<file path="src/rtl/fizzbuzz_ctrl.sv">
// -----------------------------------------------------------------------------
// fizzbuzz_ctrl
//
// Sequencer for the fizz/buzz classification datapath. A host start command
// launches a sequence n = 1..L. Each n is classified as number, fizz, buzz or
// fizzbuzz using two free-running modulo counters, so no divider is needed.
// Each result goes out as one token on a valid/ready stream that supports full
// backpressure.
//
// Ports
//   i_clk      clock; all logic runs on the rising edge
//   i_rst_n    synchronous active-low reset
//   i_start    start request, sampled only in IDLE
//   i_length   sequence length L, sampled together with i_start
//   i_abort    terminates a running sequence
//   o_busy     high in LOAD, RUN and DONE (decoded from the state)
//   o_err      one-cycle pulse: start rejected because L was 0 or too large
//   o_done     one-cycle pulse: sequence completed normally
//   o_valid    token valid
//   i_ready    sink accepts the token
//   o_kind     0 = number, 1 = fizz, 2 = buzz, 3 = fizzbuzz
//   o_number   value n of the current token
// -----------------------------------------------------------------------------
module fizzbuzz_ctrl #(
  parameter int g_max_length = 100,
  parameter int g_fizz       = 3,
  parameter int g_buzz       = 5,
  localparam int W           = $clog2(g_max_length + 1)
) (
  input  logic         i_clk,
  input  logic         i_rst_n,
  input  logic         i_start,
  input  logic [W-1:0] i_length,
  input  logic         i_abort,
  output logic         o_busy,
  output logic         o_err,
  output logic         o_done,
  output logic         o_valid,
  input  logic         i_ready,
  output logic [1:0]   o_kind,
  output logic [W-1:0] o_number
);

  // Residue counter widths. Each counter holds n mod divisor.
  localparam int FW = $clog2(g_fizz);
  localparam int BW = $clog2(g_buzz);

  localparam logic [FW-1:0] FIZZ_LAST = FW'(g_fizz - 1);
  localparam logic [BW-1:0] BUZZ_LAST = BW'(g_buzz - 1);
  // Residues of n = 1. Both divisors are at least 2, so this is simply 1.
  localparam logic [FW-1:0] FIZZ_ONE  = FW'(1 % g_fizz);
  localparam logic [BW-1:0] BUZZ_ONE  = BW'(1 % g_buzz);
  localparam logic [W-1:0]  MAX_LEN   = W'(g_max_length);

  typedef enum logic [1:0] {
    S_IDLE,
    S_LOAD,
    S_RUN,
    S_DONE
  } state_t;

  state_t         state;
  logic [W-1:0]   len_q;
  logic [W-1:0]   n_q;
  logic [FW-1:0]  rf_q;
  logic [BW-1:0]  rb_q;

  logic [FW-1:0]  rf_nxt;
  logic [BW-1:0]  rb_nxt;
  logic           handshake;
  logic           len_bad;

  // Kind encoding: bit1 = divisible by the buzz divisor, bit0 = divisible by
  // the fizz divisor. Both bits set means fizzbuzz.
  function automatic logic [1:0] kind_of(input logic [FW-1:0] rf,
                                         input logic [BW-1:0] rb);
    return {rb == '0, rf == '0};
  endfunction

  // Residues for n+1. Each counter wraps to 0 instead of dividing n.
  // NOTE: every signal driven in always_comb gets a value on every path, so no
  // latch is inferred.
  always_comb begin
    rf_nxt = (rf_q == FIZZ_LAST) ? '0 : rf_q + FW'(1);
    rb_nxt = (rb_q == BUZZ_LAST) ? '0 : rb_q + BW'(1);
  end

  assign handshake = o_valid && i_ready;
  assign len_bad   = (i_length == '0) || (i_length > MAX_LEN);

  // o_busy is the only output decoded combinationally from the state.
  assign o_busy    = (state != S_IDLE);

  // n_q drives the stream directly. It changes only on a handshake, so the
  // value stays stable while the sink stalls.
  assign o_number  = n_q;

  // NOTE: sequential state uses non-blocking assignments only. Every register
  // then samples the values from before the edge, whatever the statement order.
  always_ff @(posedge i_clk) begin
    if (!i_rst_n) begin
      state   <= S_IDLE;
      len_q   <= '0;
      n_q     <= '0;
      rf_q    <= '0;
      rb_q    <= '0;
      o_valid <= 1'b0;
      o_kind  <= '0;
      o_err   <= 1'b0;
      o_done  <= 1'b0;
    end else begin
      // Status outputs are single-cycle pulses by default.
      o_err  <= 1'b0;
      o_done <= 1'b0;

      case (state)
        S_IDLE: begin
          // i_abort has no effect here: there is nothing to terminate.
          if (i_start) begin
            if (len_bad) begin
              o_err <= 1'b1;
            end else begin
              len_q <= i_length;
              state <= S_LOAD;
            end
          end
        end

        S_LOAD: begin
          n_q     <= W'(1);
          rf_q    <= FIZZ_ONE;
          rb_q    <= BUZZ_ONE;
          o_kind  <= kind_of(FIZZ_ONE, BUZZ_ONE);
          o_valid <= 1'b1;
          state   <= S_RUN;
        end

        S_RUN: begin
          // Abort wins over advance. A token accepted in the same cycle counts
          // as delivered, but nothing further is presented.
          if (i_abort) begin
            o_valid <= 1'b0;
            state   <= S_IDLE;
          end else if (handshake) begin
            if (n_q == len_q) begin
              o_valid <= 1'b0;
              o_done  <= 1'b1;
              state   <= S_DONE;
            end else begin
              n_q    <= n_q + W'(1);
              rf_q   <= rf_nxt;
              rb_q   <= rb_nxt;
              o_kind <= kind_of(rf_nxt, rb_nxt);
            end
          end
        end

        S_DONE: begin
          // o_done was raised on entry. A start request here is dropped.
          state <= S_IDLE;
        end

        default: begin
          state <= S_IDLE;
        end
      endcase
    end
  end

endmodule

</file>
<file path="config.mk">
export PLATFORM = sky130hd
export DESIGN_NAME = fizzbuzz_ctrl
export DESIGN_NICKNAME = d
export VERILOG_FILES = /design/src/rtl/fizzbuzz_ctrl.sv
export SDC_FILE = /design/constraint.sdc
export NUM_CORES = 1
export LEC_CHECK = 0
export ABC_AREA = 0
export CORE_ASPECT_RATIO = 2
export CORE_UTILIZATION = 47
export CTS_CLUSTER_DIAMETER = 50
export CTS_CLUSTER_SIZE = 40
export DETAILED_ROUTE_END_ITERATION = 10
export GPL_TIMING_DRIVEN = 0
export PLACE_DENSITY = 0.82
export REMOVE_ABC_BUFFERS = 1
export SYNTH_ARGS = -nofsm -noshare
export SYNTH_HDL_FRONTEND = slang
export SYNTH_SLANG_ARGS = --single-unit
</file>
<file path="constraint.sdc">
create_clock -name i_clk -period 1.7 [get_ports i_clk]
set_clock_uncertainty 0.2 [all_clocks]
set_input_delay 0.34 -clock i_clk [delete_from_list [all_inputs] [get_ports i_clk]]
set_output_delay 0.34 -clock i_clk [all_outputs]
set_load 0.02 [all_outputs]
</file>
======== Yosys cells after proc, flatten, opt, wreduce, memory -nomap -nowiden ========
Index checks and enable logic that the tools add are counted.
storage, ports and cells
  logic and storage cells ................. 74
  output and inout port bits .............. 13
  bits in registers ....................... 26
  input port bits ......................... 12
cells by class
  eq/ne operators ......................... 13
  $lt $le $gt $ge ......................... 1
  add/sub/neg operators ................... 3
  reductions and logical operators ........ 14
  multiplexer cells ....................... 30
  bitwise gates (word level) .............. 4
operators with widths
  operator                                      number
  two-way mux 2 bit                             12
  two-way mux 7 bit                             3
  one-hot mux 7 bit (2 select lines)            1
  two-way mux 3 bit                             4
  inequality test 2 bit, second input constant  5
  AND reduction 3 bit                           3
  one-hot mux 2 bit (2 select lines)            2
  one-hot mux 2 bit (4 select lines)            1
  AND reduction 4 bit                           2
  adder 7 x 1 -> 7 bit, second input constant   1
  equality test 7 bit                           1
  > comparator 7 bit, second input constant     1
  zero test 7 bit                               1
  equality test 2 bit, second input constant    3
  inequality test 3 bit, second input constant  2
  one-hot mux 3 bit (2 select lines)            1
  two-way mux 1 bit                             5
  zero test 2 bit                               2
  inverter 1 bit                                4
  nonzero test 2 bit                            2
  OR reduction 4 bit                            1
  adder 3 x 1 -> 3 bit, second input constant   1
  equality test 3 bit, second input constant    1
  zero test 3 bit                               1
  other kinds (5)                               5

======== Depth between registers and ports, before layout ========
Gate-level depths: netlist of the first run.
  depth in word-level cells ............... 7
  mapped depth ............................ 5
  gate-level depth less buffers ........... 5

======== Worst setup path after synthesis of the first run ========
OpenSTA, ideal clock, no wires.
  kind .................................... register -> register
  from .................................... register n_q[4], in the netlist o_number[4]
  to ...................................... register n_q[3], in the netlist o_number[3]
  path slack .............................. -0.033 ns
  stages on the path, launching flop included .. 6
  data required time ...................... 1.380 ns
  data arrival time ....................... 1.413 ns
  cells stage by stage .................... dfxtp_1 > xnor2_1 > and4_1 > a21oi_2 > buf_4 > a211o_1
between the ends
  longest elaborated chain between the ends .. 3
ends and longest elaborated chain
  item                             line  text
  from (decl)                      64    logic [W-1:0] n_q;
  from (signal assigned)           150   n_q <= n_q + W'(1);
  equality test 7 bit              145   if (n_q == len_q) begin
  inequality test 2 bit (no line)  n/a
  AND reduction 4 bit (no line)    n/a
Every way passes these cells.
A chain may end at the register's enable or synchronous reset.

======== Final worst setup path of the first run ========
  from .................................... register n_q[0], in the netlist o_number[0]
  to ...................................... register n_q[4], in the netlist o_number[4]
between the ends
  longest elaborated chain between the ends .. 5
  elaborated cells on any way between the ends .. 8
  those cells by class .................... add/sub: 1; eq/ne: 2; mux: 4; reduce/logical: 1
ends and longest elaborated chain
  item                                line  text
  adder 7 x 1 -> 7 bit                150
  two-way mux 7 bit                   145
  two-way mux 7 bit                   144   end else if (handshake) begin
  two-way mux 7 bit                   141   if (i_abort) begin
  one-hot mux 7 bit (2 select lines)  116   case (state)
Several ways; a longest one is shown, not always the timed one. The select of a mux whose other input is x is not followed.

==> run_results.csv, run 1 <==
group,metric,value,unit
drt,drt_iter0_markers,33,
synthesis,synthMuxAreaShare,9.85,%
synthesis,synth_warnings,0,
clock_tree,clock_latency,270,ps
drt,ant_nets,0,
critical_path,path_cells,"ha_1, nand3_2, and3_1, a31o_1, a211o_1",
clock_tree,clock-root-buffer,"clkbuf_8",
floorplan,start_util,50.7,%
cells_and_area,stdcell_area,1900,sq um
placement,numPortBuffers,24,
drt,via_count,1329,
cells_and_area,syn_to_final_growth,33.7,%
floorplan,io_pins,25,
timing,post-route-min-period,1650,ps
power,p_per_area,703,nW/um^2
critical_path,endpoint_kind,"flip-flop",
power,pwr-share-seq,49.4,%
critical_path,cp_max_fo,6,
timing,final-max-slew-violation-count,0,
critical_path,critPathLaunchType,"flip-flop",
power,pwr-share-clk,30.2,%
placement,postPlaceCellArea,1680,sq um
clock_tree,cts-htree-levels,1,
synthesis,synth_area_per_cell,8.73,sq um
drt,m1WireLength,1320,um
global_route,grt.overflow.total,0,
synthesis,synth_xor_area_share,4.93,%
floorplan,die_w,40.9,um
power,max-vdd-ir-drop,0.643,mV
drt,drt_wl_total,3610,um
cells_and_area,nets,209,
clock_tree,cts_sinks,26,
critical_path,arrival,1620,ps
placement,gp_congestion,0.875,
timing,max_slew_margin,77.6,%
outcome,status,"finished, final reports clean",
power,leakage,0.000815,uW
run,drv_cap,0,
synthesis,yosys_register_bits,26,
power,internal_power,965,uW
cells_and_area,antenna_cells,0,
synthesis,yosys.area_share.simple,29.0,%
global_route,grt_max_degree,34,
clock_tree,path_clk_slew,90,ps
drt,routed.top_layer,"met4",
drt,drt-vias-per-instance,5.99,
synthesis,synth.distinct_cells,39,
clock_tree,cts_made_buffers,3,
power,p_sw,372,uW
synthesis,synth_compound_area_share,14.1,%
floorplan,core,2800,sq um
worst_hold_path,hold_path_class,"in -> reg",
floorplan,placementRows,27,
placement,dp_hpwl,2580,um
synthesis,synth-adder-area-share,2.64,%
global_route,grt_pass1_wl,5730,um
clock_tree,cts_tree,"yes",
timing,worst_pin_slew,334,ps
drt,drc,0,
timing,hold_ws,114,ps
synthesis,synth_top_family_by_area,"simple AND/OR/NAND/NOR gates",
cells_and_area,final_common_cell,"nand2_1",
critical_path,worst_path_largest_cell_delay,410,ps
clock_tree,clk_path_buf_depth,2,
timing,setup_violations,0,
drt,wl_per_cell,16.3,um
global_route,grt_use_total,24.7,%
critical_path,crit_type,"reg -> reg",
timing,fin_crit_sh,97.0,%
synthesis,syn_area,1420,sq um
timing,max_freq,607,MHz
synthesis,ys_seq_area_share,36.6,%
global_route,antenna_found_initial,0,
drt,drtPass1Iterations,4,
critical_path,cp_slowest_cell,"dfxtp_2",
drt,met3_wirelength,106,um
power,sw_frac_of_total,27.8,%
floorplan,die_h,79.8,um
power,comb_power_share,20.4,%
critical_path,critPathRequiredTime,1670,ps
drt,wl_met2,2020,um
timing,finalHoldViolations,0,
cells_and_area,layout-drive-gt1-share,24.9,%
global_route,grt_pass1_vias,1308,
floorplan,dieArea,3260,sq um
synthesis,netlist_instances,163,
cells_and_area,final_cell_mix,"28 x nand2_1, 17 x dfxtp_1, 14 x mux2i_1, 13 x dlygate4sd2_1, 9 x dfxtp_2",
==> routing by layer <==
metal / global-route usage [%] / vias up
met4: 15.3 / 0
met2: 41.1 / 38
met5: 0 / -
met1: 27.1 / 632
li1: - / 646
met3: 2.51 / 13
==> cells by family after synthesis <==
| group | after synthesis |
|---|---|
| compound gates | 27 |
| xor+xnor | 8 |
| fa+ha+maj | 3 |
| buf+inv | 10 |
| flops | 26 |
| mux | 14 |
| simple gates | 75 |
==> power groups by stage <==
stage	Sequential, uW	Combinational, uW	Clock [uW]
after floorplan	671	131	0
after CTS	656	254	405
after detailed placement	670	229	0
after global routing	665	293	425
after global placement	668	222	0
final	661	273	404
==> cells in the mapped netlist <==
library cell   n  area [sq um]
buf_4          1          7.51
o211a_1        1          10.0
a211o_1        3          26.3
o21ai_1        2          10.0
nand4_1        1          6.26
or4_4          1          11.3
ha_1           3          37.5
mux2i_1       14           140
o221a_1        1          11.3
or3_1          2          12.5
o211ai_1       5          37.5
nand2_1       28           105
clkbuf_1       4          15.0
nor2_1         7          26.3
a21oi_2        1          8.76
dfxtp_1       26           521
o21ai_0        2          10.0
a31oi_1        1          6.26
inv_1          3          11.3
inv_2          2          7.51
nor4_1         2          12.5
nand3_1       10          50.1
o31ai_1        1          7.51
and4_1         3          26.3
or2_4          1          8.76
nor3_1         4          20.0
o32ai_1        2          17.5
nand2b_1       5          31.3
and3_1         4          25.0
a22oi_1        1          7.51
o21a_1         1          7.51
a21oi_1        3          15.0
nor4_4         2          42.5
nor2b_1        3          18.8
nand3b_1       1          7.51
and3b_1        1          8.76
a31o_1         2          17.5
o21bai_1       1          7.51
xnor2_1        8          70.1
==> worst max-delay path: cells and delay by family, from the launching register on <==
family | cells | cell delay, ps
fa+ha+maj | 1 | 210
compound gates | 2 | 390
flops | 1 | 410
simple gates | 2 | 330
==> path summary, 6_finish.rpt <==
kind	from	to	slack, ps	cells past startpoint
hold reg to reg	o_kind[1]$_SDFFE_PN0P_	o_kind[1]$_SDFFE_PN0P_	260	2
hold / removal	i_length[1]	len_q[1]$_SDFFE_PN0P_	110	3
setup / recovery	o_number[0]$_SDFFE_PN0P_	o_number[4]$_SDFFE_PN0P_	50	5
setup reg to reg	o_number[0]$_SDFFE_PN0P_	o_number[4]$_SDFFE_PN0P_	50	5
==> timing repair <==
action | in CTS | in global routing
hold buffers | 0 | 0
resized for setup | 48 | 24
endpoints found under the hold margin | 0 | 0
pin swaps | 6 | 3
endpoints found under the setup margin | 39 | 23
buffers inserted | 7 | 0
==> flip-flops by register name (all words and copies together) (netlist names) <==
register and flops:
o_done 1, state 2, len_q 7, o_valid 1, o_err 1, rb_q 3
o_kind 2, o_number 7, rf_q 2
==> per-stage QoR <==
stage	utilization (%)	setup WS, ps	instances	power (uW)	setup TNS, ps
after floorplan	-	-102	158	802	-831
after global placement	59.8	-1140	211	890	-17860
after detailed placement	59.8	-1190	211	900	-19080
after CTS	64.8	-103	222	1320	-563
after global routing	67.8	-4.39	222	1380	-5.29
final	67.8	51.5	222	1340	0
==> layout make-up <==
| class | count | area [sq um] |
|---|---|---|
| Timing Repair Buffer | 31 | 299 |
| Clock buffer | 4 | 55.1 |
| Sequential cell | 26 | 532 |
| Multi-Input combinational cell | 127 | 961 |
| Fill cell | 233 | 902 |
| Tap cell | 29 | 36.3 |
| Inverter | 5 | 18.8 |
(Power assumes the default switching activity.)
==> run 2: changes to the inputs <==
--- a/config.mk
+++ b/config.mk
@@ -11,6 +11,7 @@
 export CTS_CLUSTER_DIAMETER = 50
 export CTS_CLUSTER_SIZE = 40
 export DETAILED_ROUTE_END_ITERATION = 10
+export GPL_ROUTABILITY_DRIVEN = 0
 export GPL_TIMING_DRIVEN = 0
 export PLACE_DENSITY = 0.82
 export REMOVE_ABC_BUFFERS = 1
==> results of run 2 <==
Final layout, timing and power as in run 1 (identical DEF).
==> run 3: changes to the inputs <==
--- a/config.mk
+++ b/config.mk
@@ -6,8 +6,10 @@
 export NUM_CORES = 1
 export LEC_CHECK = 0
 export ABC_AREA = 0
+export CELL_PAD_IN_SITES_DETAIL_PLACEMENT = 0
+export CELL_PAD_IN_SITES_GLOBAL_PLACEMENT = 1
 export CORE_ASPECT_RATIO = 2
-export CORE_UTILIZATION = 47
+export CORE_UTILIZATION = 35
 export CTS_CLUSTER_DIAMETER = 50
 export CTS_CLUSTER_SIZE = 40
 export DETAILED_ROUTE_END_ITERATION = 10
@@ -15,6 +17,7 @@
 export GPL_TIMING_DRIVEN = 0
 export PLACE_DENSITY = 0.82
 export REMOVE_ABC_BUFFERS = 1
+export SLEW_MARGIN = 20
 export SYNTH_ARGS = -nofsm -noshare
 export SYNTH_HDL_FRONTEND = slang
 export SYNTH_SLANG_ARGS = --single-unit
==> run_results.csv, run 3 (synthesis results as in run 1) <==
group,metric,value,unit
clock_tree,path_clk_slew,90,ps
timing,max_freq,598,MHz
global_route,grt_pass1_wl,6180,um
critical_path,path_cells,"xnor2_2, and3_4, a21oi_4, buf_4, a211o_1",
worst_hold_path,hold_path_class,"in -> reg",
clock_tree,cts_tree,"yes",
floorplan,start_util,36.6,%
power,leakage,0.000795,uW
critical_path,critPathLaunchType,"flip-flop",
placement,dp_hpwl,2740,um
clock_tree,clock-root-buffer,"clkbuf_8",
run,drv_cap,0,
global_route,grt.overflow.total,0,
floorplan,io_pins,25,
critical_path,cp_slowest_cell,"dfxtp_2",
drt,drt-vias-per-instance,5.52,
power,p_total,1290,uW
drt,drc,0,
global_route,grt_max_degree,34,
floorplan,die_w,47.1,um
timing,final-max-slew-violation-count,0,
floorplan,placementRows,32,
cells_and_area,stdcell_area,1900,sq um
floorplan,die_h,92.2,um
timing,fin_crit_sh,98.4,%
floorplan,core,3880,sq um
timing,max_slew_margin,76.0,%
timing,setup_violations,0,
clock_tree,clock_latency,270,ps
critical_path,cp_max_fo,5,
cells_and_area,regArea,531,sq um
cells_and_area,fill_cells,395,
clock_tree,clk_path_buf_depth,2,
critical_path,crit_type,"reg -> reg",
timing,setup-tns-final,0,ps
drt,drtPass1Iterations,4,
global_route,antenna_found_initial,0,
floorplan,dieArea,4340,sq um
clock_tree,cts_sinks,26,
drt,drt_iter0_markers,27,
power,max-vdd-ir-drop,0.565,mV
global_route,grt_use_total,19.3,%
placement,place_inst,233,
drt,via_count,1346,
cells_and_area,fin_util,48.9,%
timing,post-route-min-period,1670,ps
power,p_per_area,679,nW/um^2
drt,ant_nets,0,
critical_path,worst_path_largest_cell_delay,360,ps
drt,drt_wl_total,3690,um
timing,worst_pin_slew,359,ps
cells_and_area,syn_to_final_growth,33.5,%
global_route,grt_pass1_vias,1331,
clock_tree,cts-htree-levels,1,
timing,rsz0062_at_grt,"false",
cells_and_area,final_common_cell,"nand2_1",
critical_path,arrival,1630,ps
timing,finalHoldViolations,0,
cells_and_area,layout-drive-gt1-share,26.4,%
cells_and_area,multi_input_area,975,sq um
cells_and_area,nets,210,
critical_path,critPathRequiredTime,1660,ps
clock_tree,cts_made_buffers,3,
drt,wl_per_cell,15.1,um
placement,postPlaceCellArea,1700,sq um
outcome,status,"finished, final reports clean",
cells_and_area,antenna_cells,0,
cells_and_area,final_cell_mix,"28 x nand2_1, 18 x dfxtp_1, 14 x mux2i_1, 14 x dlygate4sd2_1",
critical_path,endpoint_kind,"flip-flop",
cells_and_area,fin_cells,244,
clock_tree,holdBufCountCts,0,
placement,numPortBuffers,24,
## run 3: worst max-delay path, delay by kind of cell (launching register included)
kind	cells	cell delay (ps)
buffers and inverters	1	160
AND/OR/NAND/NOR	1	270
flip-flops	1	360
AO/OA/AOI/OAI	2	320
XOR/XNOR	1	260
## run 3: what timing repair did
item                       4_1_cts  5_1_grt
cloned                           0        0
setup buffers                    7        1
setup endpoints to repair       39       21
resized for setup               60       16
pin swaps                        5        3
## run 3: cell type report
type	count	area share, %
clock buffer	3	2.17
multi-input combinational	127	51.3
inverter	5	0.988
tap	51	3.36
timing repair buffer	32	14.2
sequential	26	27.9
## run 3: per-layer routing
metal	track usage (%)	routed length (um)	vias to the layer above
li1	-	-	651
met1	21.0	1300	644
met2	33.6	2120	38
met3	2.76	111	13
met4	10.0	154	0
met5	0	0	-
## run 3: power breakdown
part	switching (uW)	internal [uW]
logic	158	125
clock network	189	159
registers	25.5	634
total	372	918
## run 3: through the flow
stage               setup WS [ps]  hold WS [ps]
global placement            -1260           246
floorplan                    -102           247
CTS                          1.80           132
finish                       26.9           137
global route                 2.24           145
detailed placement          -1290           248
## run 3: worst paths after layout
| check | from | to | slack (ps) | cells past startpoint |
|---|---|---|---|---|
| max | o_number[6]$_SDFFE_PN0P_ | o_number[3]$_SDFFE_PN0P_ | 30 | 5 |
| min | i_length[4] | len_q[4]$_SDFFE_PN0P_ | 140 | 3 |
| max reg2reg | o_number[6]$_SDFFE_PN0P_ | o_number[3]$_SDFFE_PN0P_ | 30 | 5 |
| min reg2reg | o_kind[1]$_SDFFE_PN0P_ | o_kind[1]$_SDFFE_PN0P_ | 250 | 2 |
